--- src/rtl/mips_pkg.sv ---
// rtl/mips_pkg.sv - shared types and constants for the MIPS pipeline hazard logic
// Contents: FSM state encoding, the hardwired-zero register index, the default
// stall-counter width, and the source-operand match helper.
package mips_pkg;

  typedef enum logic {
    ST_IDLE = 1'b0,
    ST_HOLD = 1'b1
  } state_t;

  localparam logic [4:0] REG_ZERO      = 5'd0;
  localparam int         CNT_W_DEFAULT = 16;

  // True when destination r feeds a source operand of the ID instruction.
  // $0 is hardwired to zero, so it never creates a dependency.
  function automatic logic reg_match(
    input logic [4:0] r,
    input logic [4:0] rs,
    input logic [4:0] rt,
    input logic       uses_rt
  );
    return (r != REG_ZERO) && ((r == rs) || (uses_rt && (r == rt)));
  endfunction

endpackage

--- src/rtl/hazard_stall_unit_if.sv ---
// rtl/hazard_stall_unit_if.sv - pipeline-to-hazard-unit signal bundle
// master: pipeline side, drives ID/EX/MEM hazard inputs and i_Flush,
//         receives o_pc_write, o_if_id_write, o_id_ex_bubble, o_stall_count.
// slave : hazard_stall_unit side, the mirror image.
interface hazard_stall_unit_if
  import mips_pkg::*;
#(
  parameter int CNT_W = CNT_W_DEFAULT
);

  logic [4:0]       i_ID_Rs;
  logic [4:0]       i_ID_Rt;
  logic             i_ID_UsesRt;
  logic             i_ID_Branch;
  logic             i_ID_Ex_MemRead;
  logic             i_ID_Ex_Regwrite;
  logic [4:0]       i_ID_Ex_WriteReg;
  logic             i_EX_MemMemRead;
  logic [4:0]       i_EX_MemWriteReg;
  logic             i_Flush;
  logic             o_pc_write;
  logic             o_if_id_write;
  logic             o_id_ex_bubble;
  logic [CNT_W-1:0] o_stall_count;

  modport master (
    output i_ID_Rs, i_ID_Rt, i_ID_UsesRt, i_ID_Branch,
    output i_ID_Ex_MemRead, i_ID_Ex_Regwrite, i_ID_Ex_WriteReg,
    output i_EX_MemMemRead, i_EX_MemWriteReg, i_Flush,
    input  o_pc_write, o_if_id_write, o_id_ex_bubble, o_stall_count
  );

  modport slave (
    input  i_ID_Rs, i_ID_Rt, i_ID_UsesRt, i_ID_Branch,
    input  i_ID_Ex_MemRead, i_ID_Ex_Regwrite, i_ID_Ex_WriteReg,
    input  i_EX_MemMemRead, i_EX_MemWriteReg, i_Flush,
    output o_pc_write, o_if_id_write, o_id_ex_bubble, o_stall_count
  );

endinterface

--- src/rtl/sat_counter.sv ---
// rtl/sat_counter.sv - W-bit saturating up-counter with enable
// Ports: clk (rising edge), clr_n (asynchronous active-low clear),
//        en (count this edge), count (current value, sticks at all-ones).
module sat_counter #(
  parameter int W = 16
) (
  input  logic         clk,
  input  logic         clr_n,
  input  logic         en,
  output logic [W-1:0] count
);

  localparam logic [W-1:0] ONE = {{(W-1){1'b0}}, 1'b1};

  always_ff @(posedge clk or negedge clr_n) begin
    if (!clr_n) begin
      count <= '0;
    end else if (en && (count != '1)) begin
      count <= count + ONE;
    end
  end

endmodule

--- src/rtl/hazard_stall_unit.sv ---
// rtl/hazard_stall_unit.sv - load-use / branch-operand stall controller
// Ports: i_clk, i_rst_n (asynchronous active-low), hz (slave side of
//        hazard_stall_unit_if: ID/EX/MEM register fields, flush, and the
//        pc_write / if_id_write / id_ex_bubble controls plus stall count).
module hazard_stall_unit
  import mips_pkg::*;
#(
  parameter int CNT_W = CNT_W_DEFAULT
) (
  input  logic                i_clk,
  input  logic                i_rst_n,
  hazard_stall_unit_if.slave  hz
);

  state_t state;
  logic   ex_match;
  logic   mem_match;
  logic   need1;
  logic   need2;
  logic   stall;

  assign ex_match  = reg_match(hz.i_ID_Ex_WriteReg, hz.i_ID_Rs, hz.i_ID_Rt, hz.i_ID_UsesRt);
  assign mem_match = reg_match(hz.i_EX_MemWriteReg, hz.i_ID_Rs, hz.i_ID_Rt, hz.i_ID_UsesRt);

  // A branch compares in ID, so a load still in EX is two cycles short of
  // the MEM-to-ID forward path.
  assign need2 = hz.i_ID_Branch && hz.i_ID_Ex_MemRead && ex_match;

  assign need1 = !need2 && (
                   (!hz.i_ID_Branch && hz.i_ID_Ex_MemRead  && ex_match)  ||
                   ( hz.i_ID_Branch && hz.i_ID_Ex_Regwrite && ex_match)  ||
                   ( hz.i_ID_Branch && hz.i_EX_MemMemRead  && mem_match));

  // HOLD ignores the hazard inputs; the second stall cycle is unconditional.
  // Gating with reset keeps the pipeline running while reset is held.
  always_comb begin
    stall = 1'b0;
    if (i_rst_n && !hz.i_Flush) begin
      if (state == ST_HOLD) begin
        stall = 1'b1;
      end else begin
        stall = need1 || need2;
      end
    end
  end

  always_ff @(posedge i_clk or negedge i_rst_n) begin
    if (!i_rst_n) begin
      state <= ST_IDLE;
    end else if (hz.i_Flush) begin
      state <= ST_IDLE;
    end else begin
      case (state)
        ST_IDLE: state <= need2 ? ST_HOLD : ST_IDLE;
        ST_HOLD: state <= ST_IDLE;
        default: state <= ST_IDLE;
      endcase
    end
  end

  assign hz.o_pc_write     = !stall;
  assign hz.o_if_id_write  = !stall;
  assign hz.o_id_ex_bubble = stall;

  sat_counter #(
    .W (CNT_W)
  ) u_stall_cnt (
    .clk   (i_clk),
    .clr_n (i_rst_n),
    .en    (stall),
    .count (hz.o_stall_count)
  );

endmodule
--- src/flat_wrapper.sv ---
// flat-port wrapper written by rule: the top's interface ports become plain ports
module hazard_stall_unit_flat import mips_pkg::*;
#(
  parameter int CNT_W = CNT_W_DEFAULT
)
  (i_clk, i_rst_n, hz_i_ID_Rs, hz_i_ID_Rt, hz_i_ID_UsesRt, hz_i_ID_Branch, hz_i_ID_Ex_MemRead, hz_i_ID_Ex_Regwrite, hz_i_ID_Ex_WriteReg, hz_i_EX_MemMemRead, hz_i_EX_MemWriteReg, hz_i_Flush, hz_o_pc_write, hz_o_if_id_write, hz_o_id_ex_bubble, hz_o_stall_count);
  hazard_stall_unit_if #(.CNT_W(CNT_W)) hz_i ();
  input  logic i_clk;
  input  logic i_rst_n;
  input wire logic [$bits(hz_i.i_ID_Rs)-1:0] hz_i_ID_Rs;
  input wire logic [$bits(hz_i.i_ID_Rt)-1:0] hz_i_ID_Rt;
  input wire logic [$bits(hz_i.i_ID_UsesRt)-1:0] hz_i_ID_UsesRt;
  input wire logic [$bits(hz_i.i_ID_Branch)-1:0] hz_i_ID_Branch;
  input wire logic [$bits(hz_i.i_ID_Ex_MemRead)-1:0] hz_i_ID_Ex_MemRead;
  input wire logic [$bits(hz_i.i_ID_Ex_Regwrite)-1:0] hz_i_ID_Ex_Regwrite;
  input wire logic [$bits(hz_i.i_ID_Ex_WriteReg)-1:0] hz_i_ID_Ex_WriteReg;
  input wire logic [$bits(hz_i.i_EX_MemMemRead)-1:0] hz_i_EX_MemMemRead;
  input wire logic [$bits(hz_i.i_EX_MemWriteReg)-1:0] hz_i_EX_MemWriteReg;
  input wire logic [$bits(hz_i.i_Flush)-1:0] hz_i_Flush;
  output wire logic [$bits(hz_i.o_pc_write)-1:0] hz_o_pc_write;
  output wire logic [$bits(hz_i.o_if_id_write)-1:0] hz_o_if_id_write;
  output wire logic [$bits(hz_i.o_id_ex_bubble)-1:0] hz_o_id_ex_bubble;
  output wire logic [$bits(hz_i.o_stall_count)-1:0] hz_o_stall_count;
  assign hz_i.i_ID_Rs = hz_i_ID_Rs;
  assign hz_i.i_ID_Rt = hz_i_ID_Rt;
  assign hz_i.i_ID_UsesRt = hz_i_ID_UsesRt;
  assign hz_i.i_ID_Branch = hz_i_ID_Branch;
  assign hz_i.i_ID_Ex_MemRead = hz_i_ID_Ex_MemRead;
  assign hz_i.i_ID_Ex_Regwrite = hz_i_ID_Ex_Regwrite;
  assign hz_i.i_ID_Ex_WriteReg = hz_i_ID_Ex_WriteReg;
  assign hz_i.i_EX_MemMemRead = hz_i_EX_MemMemRead;
  assign hz_i.i_EX_MemWriteReg = hz_i_EX_MemWriteReg;
  assign hz_i.i_Flush = hz_i_Flush;
  assign hz_o_pc_write = hz_i.o_pc_write;
  assign hz_o_if_id_write = hz_i.o_if_id_write;
  assign hz_o_id_ex_bubble = hz_i.o_id_ex_bubble;
  assign hz_o_stall_count = hz_i.o_stall_count;
  hazard_stall_unit #(.CNT_W(CNT_W)) u_core (.i_clk(i_clk), .i_rst_n(i_rst_n), .hz(hz_i));
endmodule
--- config.mk ---
export PLATFORM = sky130hd
export DESIGN_NAME = hazard_stall_unit_flat
export DESIGN_NICKNAME = d
export VERILOG_FILES = /design/src/rtl/mips_pkg.sv /design/src/rtl/hazard_stall_unit_if.sv /design/src/rtl/sat_counter.sv /design/src/rtl/hazard_stall_unit.sv /design/src/flat_wrapper.sv
export SDC_FILE = /design/constraint.sdc
export NUM_CORES = 1
export LEC_CHECK = 0
export ABC_AREA = 1
export BUFFER_PORTS_ARGS = -buffer_cell sky130_fd_sc_hd__buf_2
export CAP_MARGIN = 20
export CORE_MARGIN = 8
export CORE_UTILIZATION = 51
export CTS_BUF_LIST = sky130_fd_sc_hd__clkbuf_16
export DETAILED_ROUTE_END_ITERATION = 8
export GPL_TIMING_DRIVEN = 0
export MAX_ROUTING_LAYER = met4
export PLACE_DENSITY = 0.8
export REMOVE_ABC_BUFFERS = 1
export SLEW_MARGIN = 10
export SYNTH_ARGS = -nofsm -noshare
export SYNTH_HDL_FRONTEND = slang
export SYNTH_SLANG_ARGS = --single-unit
--- constraint.sdc ---
create_clock -name i_clk -period 2.15 [get_ports i_clk]
set_input_delay 0.215 -clock i_clk [delete_from_list [all_inputs] [get_ports i_clk]]
set_output_delay 0.215 -clock i_clk [all_outputs]
set_load 0.01 [all_outputs]
==> results.tsv, run 1 <==
stage	metric	value	unit
setup_path	Critical R2R Launch	u_core.u_stall_cnt.count[0]	
sta	hold slack	137	ps
min_path	launch point of the worst hold path	hz_i_Flush	
sta	Final Hold Fails	0	
drt	Starting DRT DRC Count	74	
setup_path	crit path max fanout	16	
clock_tree	later-pin clock latency in the skew report	250	ps
min_path	worst hold path cell count	2	
cells_and_area	Layout fillers	288	
synth	synth warn	0	
placed_design	dpl hpwl	2.79	mm
setup_path	WP buf/inv	0	
setup_path	worst endpoint required time	2340	ps
setup_path	cells on worst reg2reg path	9	
sta	maximum clock frequency	0.566	GHz
global_routing	initial antenna violation count	0	
placed_design	RePlAce Congestion	0.846	
clock_tree	Bufs on Longest Clock Path	2	
global_routing	largest net degree at the start of global routing	20	
synth	cell count after synthesis	233	
setup_path	highest-delay cell along the critical path	dfrtp_1	
power_and_ir_drop	switching power	0.266	mW
global_routing	grt total ovfl	0	
setup_path	Critical Path End Type	flip-flop	
setup_path	Setup crit start kind	flip-flop	
sta	Slew Viols, Final	0	
sta	period utilization	82.1	%
sta	unrepaired setup endpoints after global routing	false	
sta	Final TNS setup	0	ps
die	Die Height	70.6	um
power_and_ir_drop	Clock Power Share	39.9	%
cells_and_area	area of the multi-input gates	947	um2
synth	synth unique cells	24	
sta	final setup fails	0	
clock_tree	clock sinks	17	
cells_and_area	FF+latch area	425	um2
setup_path	Max stage delay on crit path	420	ps
setup_path	R2R setup slack	380	ps
global_routing	vias in the first global route	1521	
sta	Slew @ Worst Pin	794	ps
setup_path	dominant delay contributor by cell family on the critical path	simple AND/OR/NAND/NOR gates	
drt	Post-DRT Antenna Nets	0	
drt	Routed WL	3.59	mm
min_path	type of the worst min-delay path	in -> reg	
min_path	Hold Path End	u_core.state	
die	die area	4990	um2
die	row cnt	20	
sta	clock skew	5.56	ps
setup_path	Worst EP arrival	1950	ps
outcome	status	completed	
global_routing	first-pass GRT wire length	6.19	mm
die	core area	2950	um2
cells_and_area	most frequent cells in the layout	nand2_1 (88), buf_2 (46), inv_1 (22)	
cells_and_area	most common cell after layout, fill and taps aside	nand2_1	
drt	Via-to-Cell Ratio	5.01	
power_and_ir_drop	Reg power frac	39.2	%
die	Starting Density	51.5	%
power_and_ir_drop	Power Dens Cells	508	nW/um2
synth	post-synthesis sequential area ratio	28.0	%
clock_tree	CTS tree	done	
cells_and_area	Syn-to-layout area delta	20.8	%
clock_tree	CTS Buf Count	3	
drt	vias	1562	
power_and_ir_drop	Pint	0.668	mW
cells_and_area	ratio of cells with drive above 1 in the final layout	27.6	%
cells_and_area	Antenna Cells	0	
sta	final worst path period need	1770	ps
clock_tree	Clock Pin Slew Worst Setup and Hold Paths	50	ps
drt	detailed-route DRC error count	0	
drt	TritonRoute pass-1 iters	4	
placed_design	PortBufs	46	
die	Die X	70.6	um
global_routing	GRT Total Usage	15.2	%
power_and_ir_drop	Comb power frac	20.9	%
die	IO Pins	47	
synth	syn_area_per_cell	6.53	um2
clock_tree	CTS root buffer	clkbuf_16	
sta	Slew headroom	47.0	%
drt	DR WL/cell	11.5	um
power_and_ir_drop	Switching Fraction	28.5	%
setup_path	RR Endpoint	u_core.u_stall_cnt.count[7]	
setup_path	kind of critical path	reg -> reg	
clock_tree	Setup Fix Bufs, Post-CTS	0	
power_and_ir_drop	Pleak	1.11	nW
cells_and_area	nets	309	
synth	Synth Register Bits	17	
setup_path	CP Cell Sequence	ha_1 -> nand3_2 -> nor2_4 -> nand2_4 -> nor2_4 -> nand2_4 -> nand3_4 -> nand2_1 -> nand2_1	
synth	Post-Syn Area	1520	um2
power_and_ir_drop	peak supply drop	280	uV
clock_tree	H-tree levels	1	
run	MaxCap Viol Count	0	
-- cell families after synthesis --
logic type,count (synthesis),synth area share [%]
buf+inv,33,9.79
compound gates,2,0.657
flops,17,28.0
xor+xnor,15,8.64
simple gates,165,52.1
fa+ha+maj,1,0.822
-- sequential cells by signal (all words and copies together) (netlist names) --
register,cells
u_core.u_stall_cnt.count,16
u_core.state,1
-- area by class of cell --
type                            instances  area share [%]
Timing Repair Buffer                   47            13.1
Clock inverter                          1           0.204
Clock buffer                            3            4.08
Multi-Input combinational cell        183            51.5
Sequential cell                        17            23.1
Inverter                               28            5.72
Tap cell                               33            2.25
-- what timing repair did --
item,4_1_cts,5_1_grt
resized for setup,0,0
endpoints found under the setup margin,0,0
hold endpoints to repair,17,0
hold buffers,1,0
-- metal layers --
metal / global-route usage [%] / wire [um]
met1: 16.0 / 1580
met2: 26.5 / 1770
met3: 3.11 / 166
met4: 7.39 / 72
met5: - / 0
-- power by group through the flow --
stage | Clock (mW) | Combinational [mW] | Sequential (mW)
global route | 0.384 | 0.226 | 0.370
finish | 0.373 | 0.195 | 0.366
floorplan | 0 | 0.104 | 0.377
detailed placement | 0 | 0.195 | 0.372
CTS | 0.375 | 0.197 | 0.366
global placement | 0 | 0.190 | 0.370
-- stage by stage --
step           instance area [um2]  utilization, %  setup WS (ps)  total power, mW  instances
3_3_place_gp                  1750            59.2            224            0.561        307
5_1_grt                       1840            62.2            220            0.979        312
6_report                      1840            62.2            384            0.934        312
2_1_floorplan                 1480               -            530            0.481        228
3_5_place_dp                  1750            59.2            182            0.566        307
4_1_cts                       1840            62.2            369            0.939        312
-- synth_stat cells --
library cell	instances	area share (%)
nand2_2	11	4.5
buf_12	1	1.3
nand4_1	19	7.8
nand3_4	2	2.3
nor3_2	1	0.66
nand3_2	2	1.3
inv_1	21	5.2
inv_2	7	1.7
nand3_1	11	3.6
buf_4	2	0.99
o21ai_1	1	0.33
xor2_1	7	4.0
nor2_2	1	0.41
buf_2	1	0.33
nor2_4	2	1.5
nor2_1	21	5.2
nand2_1	88	22
nor3_1	5	1.6
nand2_4	2	1.5
xnor2_1	8	4.6
ha_1	1	0.82
clkbuf_1	1	0.25
dfrtp_1	17	28
a21oi_1	1	0.33
-- how the worst max path moves through the flow --
stage	endpoint	depth (start not counted)	startpoint	slack, ps
floorplan	u_core.u_stall_cnt.count[3]	9	u_core.u_stall_cnt.count[0]	530
detailed placement	u_core.u_stall_cnt.count[3]	6	i_rst_n	180
global route	u_core.u_stall_cnt.count[6]	9	u_core.u_stall_cnt.count[0]	220
finish	u_core.u_stall_cnt.count[7]	9	u_core.u_stall_cnt.count[0]	380
global placement	u_core.u_stall_cnt.count[7]	6	i_rst_n	220
CTS	u_core.u_stall_cnt.count[3]	9	u_core.u_stall_cnt.count[0]	370
Power figures use the tool's default switching activity.
==> run 2, diff against run 1 <==
clock period = 1.8 ns   (was 2.15 ns; I/O delays follow)
==> run 2 against run 1 <==
Via count is 3.3% higher. Flip-flop and latch count unchanged. Core utilization is 1.6 points higher. Largest power group unchanged. Critical path depth did not move. Clock power up 19%. Critical endpoint unchanged. Combinational power grew 32%. Maximum frequency up 2.8%.
==> results.tsv, run 2 (same netlist as run 1, synthesis figures left out) <==
stage	metric	value	unit	change
clock_tree	Clock Pin Slew Worst Setup and Hold Paths	50	ps	about the same
die	core area	2950	um2	unchanged
cells_and_area	nets	313		+1.3%
global_routing	largest net degree at the start of global routing	20		unchanged
setup_path	WP buf/inv	0		unchanged
setup_path	Critical Path End Type	flip-flop		
setup_path	Max stage delay on crit path	410	ps	about the same
drt	detailed-route DRC error count	0		unchanged
die	IO Pins	47		unchanged
global_routing	vias in the first global route	1534		+0.85%
sta	setup ws final	83.1	ps	-301 ps
cells_and_area	Top reg by flops	u_core.u_stall_cnt.count		
power_and_ir_drop	total power	1.14	mW	+22%
power_and_ir_drop	peak supply drop	341	uV	+22%
cells_and_area	max FFs per register	16		unchanged
global_routing	GRT Total Usage	15.2	%	unchanged
cells_and_area	Syn-to-layout area delta	23.9	%	
clock_tree	Bufs on Longest Clock Path	2		unchanged
sta	final worst path period need	1720	ps	-48.6 ps
clock_tree	CTS root buffer	clkbuf_16		
power_and_ir_drop	Reg power frac	38.2	%	-1.0 points
power_and_ir_drop	switching power	0.323	mW	+21%
drt	TritonRoute pass-1 iters	4		unchanged
global_routing	first-pass GRT wire length	6.20	mm	+0.11%
clock_tree	H-tree levels	1		unchanged
setup_path	CP Cell Sequence	ha_2 -> nand3_2 -> nor2_4 -> nand2_4 -> nor2_4 -> nand2_4 -> nand3_4 -> nand2_1 -> nand2_1		
setup_path	worst endpoint required time	1980	ps	-360 ps
placed_design	RePlAce Congestion	0.846		unchanged
die	Starting Density	51.5	%	unchanged
drt	Routed WL	3.76	mm	+4.8%
setup_path	Setup crit start kind	flip-flop		
drt	vias	1613		+3.3%
placed_design	pre-CTS setup slack	-133	ps	-315 ps
setup_path	Worst EP arrival	1900	ps	-50 ps
setup_path	highest-delay cell along the critical path	dfrtp_1		
run	MaxCap Viol Count	0		unchanged
cells_and_area	most common cell after layout, fill and taps aside	nand2_1		
sta	Slew Viols, Final	0		unchanged
clock_tree	clock sinks	17		unchanged
cells_and_area	most frequent cells in the layout	nand2_1 (88), buf_2 (46), inv_1 (22)		
power_and_ir_drop	Pleak	1.12	nW	+1.4%
power_and_ir_drop	Pint	0.812	mW	+22%
sta	Slew headroom	49.2	%	+2.1 points
die	Die X	70.6	um	unchanged
sta	period utilization	95.4	%	+13 points
clock_tree	later-pin clock latency in the skew report	250	ps	about the same
drt	DR WL/cell	11.9	um	+3.5%
power_and_ir_drop	Power Dens Cells	602	nW/um2	+18%
die	die area	4990	um2	unchanged
setup_path	kind of critical path	reg -> reg		
power_and_ir_drop	Switching Fraction	28.5	%	-0.054 points
sta	Slew @ Worst Pin	760	ps	-33.7 ps
cells_and_area	Antenna Cells	0		unchanged
drt	Via-to-Cell Ratio	5.10		+2.0%
die	Die Height	70.6	um	unchanged
drt	Starting DRT DRC Count	137		+85%
drt	Post-DRT Antenna Nets	0		unchanged
global_routing	grt total ovfl	0		unchanged
power_and_ir_drop	Clock Power Share	39.0	%	-0.9 points
cells_and_area	Top Registers	u_core.u_stall_cnt.count: 16 flops, u_core.state: 1 flops		
placed_design	PortBufs	46		unchanged
sta	Final Hold Fails	0		unchanged
power_and_ir_drop	Comb power frac	22.7	%	+1.8 points
setup_path	dominant delay contributor by cell family on the critical path	simple AND/OR/NAND/NOR gates		
outcome	status	completed		
setup_path	crit path max fanout	17		+1
cells_and_area	Layout fillers	281		-2.4%
clock_tree	CTS tree	done		
global_routing	initial antenna violation count	0		unchanged
die	row cnt	20		unchanged
setup_path	R2R setup slack	80	ps	-300 ps
sta	clock skew	7.73	ps	+2.18 ps
sta	final setup fails	0		unchanged
cells_and_area	ratio of cells with drive above 1 in the final layout	29.0	%	+1.4 points
placed_design	dpl hpwl	2.79	mm	unchanged
clock_tree	CTS Buf Count	3		unchanged
min_path	type of the worst min-delay path	in -> reg		
sta	maximum clock frequency	0.582	GHz	+2.8%
[run 2: changes by cell type in the layout (fill, tap and decap cells not counted)]
cell	before	now
buf_4	0	3
ha_1	1	0
ha_2	0	1
nand3_4	2	3
nor2_2	1	0
nor2_4	2	3
[run 2: stage by stage]
stage          utilization, %  TNS, ps  area, um2  std cells  hold slack [ps]
6_report                 63.9        0       1890        316              129
5_1_grt                  63.9    -11.4       1890        316              132
4_1_cts                  62.4        0       1840        312              129
3_5_place_dp             59.2    -1720       1750        307              124
3_3_place_gp             59.2    -1230       1750        307              123
2_1_floorplan               -        0       1480        228             -116
[run 2: cell type report]
class | instances | area [um2] | area share [%]
Clock inverter | 1 | 3.75 | 0.199
Sequential cell | 17 | 425 | 22.6
Timing Repair Buffer | 50 | 263 | 13.9
Inverter | 28 | 105 | 5.57
Multi-Input combinational cell | 184 | 972 | 51.6
Tap cell | 33 | 41.3 | 2.19
Clock buffer | 3 | 75.1 | 3.98
[run 2: what timing repair did]
item / 4_1_cts / 5_1_grt
hold endpoints to repair: 17 / 0
gates resized for setup: 1 / 2
setup buffers: 0 / 3
pin swaps: 0 / 2
endpoints found under the setup margin: 1 / 15
hold buffers: 1 / 0
cloned: 0 / 1
[run 2: power by group through the flow]
stage	Clock, mW	Sequential [mW]	Combinational, mW
3_5_place_dp	0	0.444	0.233
2_1_floorplan	0	0.451	0.124
6_report	0.443	0.434	0.258
5_1_grt	0.459	0.436	0.297
4_1_cts	0.448	0.438	0.236
3_3_place_gp	0	0.442	0.227
[run 2: final timing paths]
check	startpoint	end	depth (start not counted)
max	u_core.u_stall_cnt.count[1]	u_core.u_stall_cnt.count[7]	9
min	hz_i_Flush	u_core.state	2
max reg2reg	u_core.u_stall_cnt.count[1]	u_core.u_stall_cnt.count[7]	9
min reg2reg	u_core.state	u_core.state	1
max in group asynchronous	i_rst_n	u_core.u_stall_cnt.count[15]	2
min in group asynchronous	i_rst_n	u_core.u_stall_cnt.count[6]	2
[run 2: routing by layer]
metal	global-route usage (%)	vias to the layer above	routed length (um)
met1	15.7	715	1670
met4	7.39	0	72
met3	3.11	5	175
met2	26.8	46	1840
li1	-	847	-
met5	-	-	0
==> run 3, diff against run 2 <==
CORE_MARGIN = not set   (was 8)
SKIP_LAST_GASP = 1   (was not set)
==> run 3 against run 2 <==
Flip-flop and latch count unchanged. Non-clock buffer count is 9 higher. Critical endpoint is now u_core.u_stall_cnt.count[4]. Wire length decreased by 5.5%. Highest routed layer unchanged.
==> results.tsv, run 3 (same netlist as run 1, synthesis figures left out) <==
stage	metric	value	unit	change
outcome	status	completed		
global_routing	GR Layer Usage met3	2.07	%	-1.0 points
sta	final setup fails	0		unchanged
global_routing	largest net degree at the start of global routing	20		unchanged
global_routing	first-pass GRT wire length	5.76	mm	-7.0%
sta	maximum clock frequency	0.592	GHz	+1.7%
setup_path	Worst EP arrival	1870	ps	-30 ps
global_routing	global route hottest layer	met2		
clock_tree	CTS tree	done		
sta	unrepaired setup endpoints after global routing	false		
setup_path	Critical Path End Type	flip-flop		
setup_path	kind of critical path	reg -> reg		
global_routing	grt met2 use	42.7	%	+16 points
cells_and_area	Antenna Cells	0		unchanged
sta	clock skew	1.88	ps	-5.86 ps
global_routing	met1 usage	25.9	%	+10 points
drt	Routed WL	3.55	mm	-5.5%
placed_design	Placed Area	1750	um2	-0.14%
power_and_ir_drop	peak supply drop	566	uV	+66%
clock_tree	CTS Buf Count	3		unchanged
clock_tree	CTS root buffer	clkbuf_16		
global_routing	grt total ovfl	0		unchanged
cells_and_area	most common cell after layout, fill and taps aside	nand2_1		
clock_tree	clock sinks	17		unchanged
die	core area	2780	um2	-5.8%
drt	TritonRoute pass-1 iters	4		unchanged
setup_path	Max stage delay on crit path	380	ps	-30 ps
die	IO Pins	47		unchanged
cells_and_area	fin util	70.3	%	+6.4 points
drt	Post-DRT Antenna Nets	0		unchanged
cells_and_area	Syn-to-layout area delta	28.5	%	
placed_design	RePlAce Congestion	0.870		+2.8%
drt	Via-to-Cell Ratio	5.01		-1.8%
setup_path	CP Cell Sequence	ha_2 -> nand3_2 -> nor2_4 -> nand2_4 -> nor2_4 -> nand2_8 -> nand3_4 -> buf_4 -> nand2_1 -> nand2_1		
placed_design	pre-CTS setup slack	-178	ps	-45.5 ps
cells_and_area	final std cells w/o fill	322		+1.9%
sta	period utilization	93.8	%	-1.6 points
sta	Slew @ Worst Pin	756	ps	-4.41 ps
cells_and_area	Top Registers	u_core.u_stall_cnt.count: 16 flops, u_core.state: 1 flops		
cells_and_area	Top reg by flops	u_core.u_stall_cnt.count		
min_path	type of the worst min-delay path	in -> reg		
cells_and_area	post-route cell area	1950	um2	+3.6%
clock_tree	H-tree levels	1		unchanged
cells_and_area	ratio of cells with drive above 1 in the final layout	30.9	%	+2.0 points
cells_and_area	nets	321		+2.6%
setup_path	WP buf/inv	1		+1
placed_design	PortBufs	46		unchanged
setup_path	crit path max fanout	11		-6
setup_path	highest-delay cell along the critical path	dfrtp_1		
die	row cnt	19		-5.0%
setup_path	Setup crit start kind	flip-flop		
power_and_ir_drop	Pleak	1.15	nW	+2.6%
drt	vias	1614		+0.062%
power_and_ir_drop	total power	1.16	mW	+2.0%
cells_and_area	Layout fillers	263		-6.4%
cells_and_area	most frequent cells in the layout	nand2_1 (88), buf_2 (46), inv_1 (22)		
sta	final worst path period need	1690	ps	-28.3 ps
power_and_ir_drop	Power Dens Cells	593	nW/um2	-1.6%
clock_tree	Bufs on Longest Clock Path	2		unchanged
sta	Slew headroom	49.5	%	+0.29 points
drt	detailed-route DRC error count	0		unchanged
die	Die Height	56.6	um	-20%
die	Starting Density	54.7	%	+3.2 points
sta	hold slack	150	ps	+21.0 ps
sta	Final TNS setup	0	ps	unchanged
clock_tree	later-pin clock latency in the skew report	250	ps	about the same
sta	setup ws final	111	ps	+28.3 ps
drt	Starting DRT DRC Count	52		-62%
sta	Final Hold Fails	0		unchanged
global_routing	vias in the first global route	1461		-4.8%
placed_design	Cells after DPL	305		-0.65%
die	Die X	56.6	um	-20%
setup_path	dominant delay contributor by cell family on the critical path	simple AND/OR/NAND/NOR gates		
global_routing	GRT Total Usage	23.1	%	+7.9 points
run	MaxCap Viol Count	0		unchanged
setup_path	worst endpoint required time	1980	ps	about the same
die	die area	3210	um2	-36%
sta	Slew Viols, Final	0		unchanged
placed_design	dpl hpwl	2.52	mm	-9.8%
clock_tree	Clock Pin Slew Worst Setup and Hold Paths	50	ps	about the same
drt	DR WL/cell	11.0	um	-7.2%
global_routing	initial antenna violation count	0		unchanged
cells_and_area	max FFs per register	16		unchanged
## run 3: cell types whose count changed in the layout (fill, tap and decap cells not counted), sizes merged
| cell | change |
|---|---|
| buf | +9 |
| nand3 | -1 |
## run 3: layout make-up
cell class | count | area (um2) | area share, %
clock inverters | 1 | 3.75 | 0.192
inverters | 28 | 105 | 5.38
multi-input cells | 183 | 963 | 49.3
well taps | 31 | 38.8 | 1.98
flip-flops and latches | 17 | 425 | 21.8
repair buffers | 59 | 343 | 17.5
clock buffers | 3 | 75.1 | 3.84
## run 3: what timing repair did
| action | 4_1_cts | 5_1_grt |
|---|---|---|
| gates resized for setup | 1 | 2 |
| pin swaps | 0 | 4 |
| cloned | 0 | 0 |
| setup buffers | 3 | 9 |
| hold buffers | 1 | 0 |
| endpoints found under the setup margin | 4 | 15 |
| endpoints found under the hold margin | 17 | 0 |
## run 3: power breakdown
| group | leakage (nW) | switching [mW] | internal (mW) |
|---|---|---|---|
| Combinational | 0.874 | 0.156 | 0.133 |
| Clock | 0.0423 | 0.146 | 0.295 |
| Sequential | 0.235 | 0.0233 | 0.406 |
## run 3: path summary, 6_finish.rpt
kind,from,to,slack (ps),depth (start not counted)
hold reg to reg,u_core.state,u_core.state,450,1
max in group asynchronous,i_rst_n,u_core.u_stall_cnt.count[6],760,2
min in group asynchronous,i_rst_n,u_core.u_stall_cnt.count[8],570,2
setup reg to reg,u_core.u_stall_cnt.count[0],u_core.u_stall_cnt.count[4],110,10
hold / removal,hz_i_Flush,u_core.state,150,2
setup / recovery,u_core.u_stall_cnt.count[0],u_core.u_stall_cnt.count[4],110,10
## run 3: metal layers
| metal | part of all wire, % | wire length [um] |
|---|---|---|
| met1 | 46 | 1620 |
| met2 | 50 | 1780 |
| met3 | 3.1 | 110 |
| met4 | 1.1 | 39 |
| met5 | 0 | 0 |
